## src/rtl/cla_adder_4bit.sv

```systemverilog
// 4-bit carry-look-ahead adder with group propagate/generate outputs for
// cascading, plus an optional registered copy of sum/carry for pipelined use.
module cla_adder_4bit (
  input  logic       clk,
  input  logic       rst,
  input  logic [3:0] A,
  input  logic [3:0] B,
  input  logic       C_in,
  input  logic       in_valid,
  output logic [3:0] S,
  output logic       C_out,
  output logic       P_grp,
  output logic       G_grp,
  output logic       OVF,
  output logic [3:0] S_r,
  output logic       C_out_r,
  output logic       out_valid
);

  logic [3:0] p;
  logic [3:0] g;
  logic [4:0] c;

  // Per-bit propagate/generate terms
  always_comb begin
    p = A ^ B;
    g = A & B;
  end

  // Flat two-level look-ahead carries; no carry ripples through another carry
  always_comb begin
    c[0] = C_in;
    c[1] = g[0] | (p[0] & C_in);
    c[2] = g[1] | (p[1] & g[0]) | (p[1] & p[0] & C_in);
    c[3] = g[2] | (p[2] & g[1]) | (p[2] & p[1] & g[0])
         | (p[2] & p[1] & p[0] & C_in);
    c[4] = g[3] | (p[3] & g[2]) | (p[3] & p[2] & g[1])
         | (p[3] & p[2] & p[1] & g[0]) | (p[3] & p[2] & p[1] & p[0] & C_in);
  end

  // Sum, carry out, group terms and signed overflow
  always_comb begin
    S     = p ^ c[3:0];
    C_out = c[4];
    P_grp = &p;
    // c4 with the carry-in term dropped
    G_grp = g[3] | (p[3] & g[2]) | (p[3] & p[2] & g[1])
          | (p[3] & p[2] & p[1] & g[0]);
    OVF   = c[3] ^ c[4];
  end

  // Registered result stage: capture on in_valid, hold otherwise
  always_ff @(posedge clk) begin
    if (rst) begin
      S_r       <= '0;
      C_out_r   <= 1'b0;
      out_valid <= 1'b0;
    end else if (in_valid) begin
      S_r       <= S;
      C_out_r   <= C_out;
      out_valid <= 1'b1;
    end else begin
      out_valid <= 1'b0;
    end
  end

endmodule

```

## config.mk

```make
export PLATFORM = sky130hd
export DESIGN_NAME = cla_adder_4bit
export DESIGN_NICKNAME = d
export VERILOG_FILES = /design/src/rtl/cla_adder_4bit.sv
export SDC_FILE = /design/constraint.sdc
export NUM_CORES = 1
export LEC_CHECK = 0
export CORE_MARGIN = 2
export CORE_UTILIZATION = 32
export DETAILED_ROUTE_END_ITERATION = 8
export HOLD_SLACK_MARGIN = 0.08
export PLACE_DENSITY = 0.74
export SLEW_MARGIN = 20
export SYNTH_ARGS = -nofsm -noshare
export SYNTH_HDL_FRONTEND = slang
export SYNTH_SLANG_ARGS = --single-unit
```

## constraint.sdc

```tcl
create_clock -name clk -period 1.7 [get_ports clk]
set_input_delay 0.34 -clock clk [delete_from_list [all_inputs] [get_ports clk]]
set_output_delay 0.34 -clock clk [all_outputs]
set_load 0.02 [all_outputs]
```

==> flow_summary.toml <==
[status]
run_status = "complete, but fails checks"
failed_checks = "setup timing"

[yosys]
post_synth_num_cell_types = 27
synth_nets = 65
avgSynthCellArea_sq_um = 9.097
syn_inst = 48
seq_area_frac_synth = 0.2751
synth.cell_area_sq_um = 436.7
synth_seq_cells = 6
synth_warnings = 0

[sta]
final-hold-violation-count = 0
transition_at_the_pin_with_the_smallest_max_transition_slack_ns = 0.2725
report.final.setup_viol = 4
max_clock_freq_mhz = 561.9
finalWorstSetupSlack_ns = -0.07971
final_min_period_over_clock_period = 1.047
grt_setup_unrepaired = "yes"
setup_tns_ns = -0.1842
max_slew_headroom = 0.8160
finClkSkew_ns = 0
timing.final.max_slew_violations = 0
layout_min_cycle_time_ns = 1.780

[cts]
clock_insertion_delay_worst_skew_ns = 0.25
cts-buffers-inserted = 3
clock_sink_count = 6
tritoncts = "yes"
ctsHtreeMaxLevel = 1
postCtsHoldBufs = 0
cts_buffer_depth = 2
clock_tree.root_cell = "clkbuf_4"
clk_pin_slew_worst_paths_ns = 0.05

[worst_setup_path]
reg2regPathDepth = 2
crit_path_start_kind = "primary input"
path_max_fanout = 5
worst-setup-path-type = "in -> out"
reg2reg_slack_ns = 0.86
reg2reg_from = "S_r[3]"
crit-reg2reg-capture = "S_r[3]"
cpMostUsedCell = "buf_6"
cp_slowest_stage_delay_ns = 0.31
cp.arrival_ns = 1.44
timing.critical_path.cells = "buf_6, ha_4, a41oi_2, o21ai_4, nand2_2, mux2i_4, buf_6"
critPathRequiredTime_ns = 1.36
cpMaxStageDelayCell = "ha_4"
end_kind = "primary output"

[pwr]
power.ir.vdd_worst_uv = 415.1
power_density_mw_per_mm2 = 708.8
p_leak_nw = 0.4105

[worst_hold_path]
min_to = "S_r[1]"
worst_hold_path_type = "reg -> reg"
min_delay_path_depth = 2
hold_path_startpoint = "S_r[1]"

[place]
hpwl_dp_mm = 1.053
placement.io_buffers = 25
postPlaceCellArea_sq_um = 875.8
gpl.final_weighted_congestion = 0.7548
place_inst = 99

[global_route]
gr-usage-all-layers = 0.1854
grt_first_pass_wirelength_mm = 1.994
antenna_violations_before_repair = 0
globalRoute.totalOverflow = 0
pin_count_of_the_biggest_net_entering_global_routing = 7
first_global_vias = 481

[floorplan]
die_width_microns = 40.94
chipHeight_microns = 40.94
starting_density_of_the_core = 0.3398
io_pins = 26
placementRows = 13
core_area_sq_mm = 0.001285
fp.dieArea_sq_mm = 0.001676

[final_layout]
final_net_count = 108
layout.cells.most_common = "buf_4"
syn_to_final_growth_pct = 118.3
layoutNonFillerInstCount = 104
antennaDiodeCount = 0
final_design_area_no_fill_sq_um = 953.4
layout.cells.most_common_list = "buf_4, clkdlybuf4s50_1, buf_6"
final_core_utilization = 0.7420
layout-drive-gt1-share = 0.6180

[drt]
via_count = 512
detail_route.vias_per_cell = 4.923
drt-wirelength-per-cell_microns = 12.68
drt-pass1-iter-count = 2
routed_wl_mm = 1.319
drc_violation_count_after_routing = 0
first_iter_violations = 4
antenna_violating_nets_left = 0

[run]
drv.max_cap_violation_count = 0
-- per-layer routing --
layer / vias to the layer above / part of all wire / GRT usage
met1: 235 / 0.40 / 0.1993
met5: - / 0 / 0
met3: 2 / 0.056 / 0.01630
met4: 0 / 0.013 / 0.1000
li1: 256 / - / -
met2: 19 / 0.53 / 0.3477
-- through the flow --
stage | hold slack [ns] | setup WS (ns) | power [mW]
2_1_floorplan | 0.5577 | 0.02986 | 0.3436
3_3_place_gp | 0.4703 | -0.9604 | 0.5078
3_5_place_dp | 0.4763 | -1.010 | 0.5175
4_1_cts | 0.5055 | -0.08398 | 0.6708
5_1_grt | 0.5344 | -0.1177 | 0.7099
6_report | 0.4963 | -0.07971 | 0.6758
-- state kept, by name, summed over array words and instances, names as in the netlist --
| register | cells |
|---|---|
| S_r | 4 |
| C_out_r | 1 |
| out_valid | 1 |
-- area by class of cell --
class,count,area (sq um)
multi-input combinational,37,437.9
inverter,3,11.26
sequential,6,120.1
timing repair buffer,40,342.8
tap,15,18.77
clock buffer,3,22.52
fill,99,331.6
-- synth_stat cells (all sizes together) --
cell type,count,area [sq um]
a211oi,1,7.510
a21o,1,7.510
a21oi,3,15.01
a41oi,1,16.27
and2,1,6.260
and3,1,6.260
and4bb,1,12.51
clkbuf,2,7.510
dfxtp,6,120.1
fa,1,20.02
ha,4,50.05
inv,3,11.26
mux2i,3,30.03
nand2,3,11.26
nand3,1,5.000
nand4b,1,8.760
nor2,3,11.26
nor2b,2,12.51
nor3,1,5.000
nor3b,1,7.510
o21ai,2,13.76
o311ai,1,8.760
or3,1,6.260
or4b,1,10.01
xnor2,1,8.760
xor2,2,17.52
-- worst max-delay path: cells and delay by family --
family,cells,cell delay [ns]
buffers and inverters,2,0.24
AO/OA/AOI/OAI,2,0.30
adder cells (fa/ha/maj),1,0.31
AND/OR/NAND/NOR,1,0.10
multiplexers,1,0.15
-- what timing repair did --
| item | 4_1_cts | 5_1_grt |
|---|---|---|
| endpoints found under the setup margin | 11 | 6 |
| cloned | 0 | 0 |
| pin swaps | 12 | 7 |
| buffers inserted | 1 | 1 |
| gates resized for setup | 86 | 9 |
-- how the worst max path moves through the flow --
stage	from	to	slack (ns)
floorplan	B[3]	OVF	0.03
global placement	A[0]	S[2]	-0.96
detailed placement	A[0]	OVF	-1.01
CTS	A[1]	OVF	-0.08
global route	B[2]	OVF	-0.12
finish	B[2]	OVF	-0.08
-- cells by family after synthesis --
group,share of synthesized area
and+or+nand+nor,0.2350
adders and majority gates,0.1605
buffers and inverters,0.04298
DFF,0.2751
AOI/OAI and AO/OA,0.1576
muxes,0.06877
xor gates and xnor gates,0.06018
-- power by group --
part           internal [mW]  switching (mW)  leakage (nW)
combinational          0.201           0.178         0.347
clock                 0.0802          0.0564        0.0138
sequential             0.154         0.00579        0.0497
Note: power is estimated with default switching activity, not from simulation.
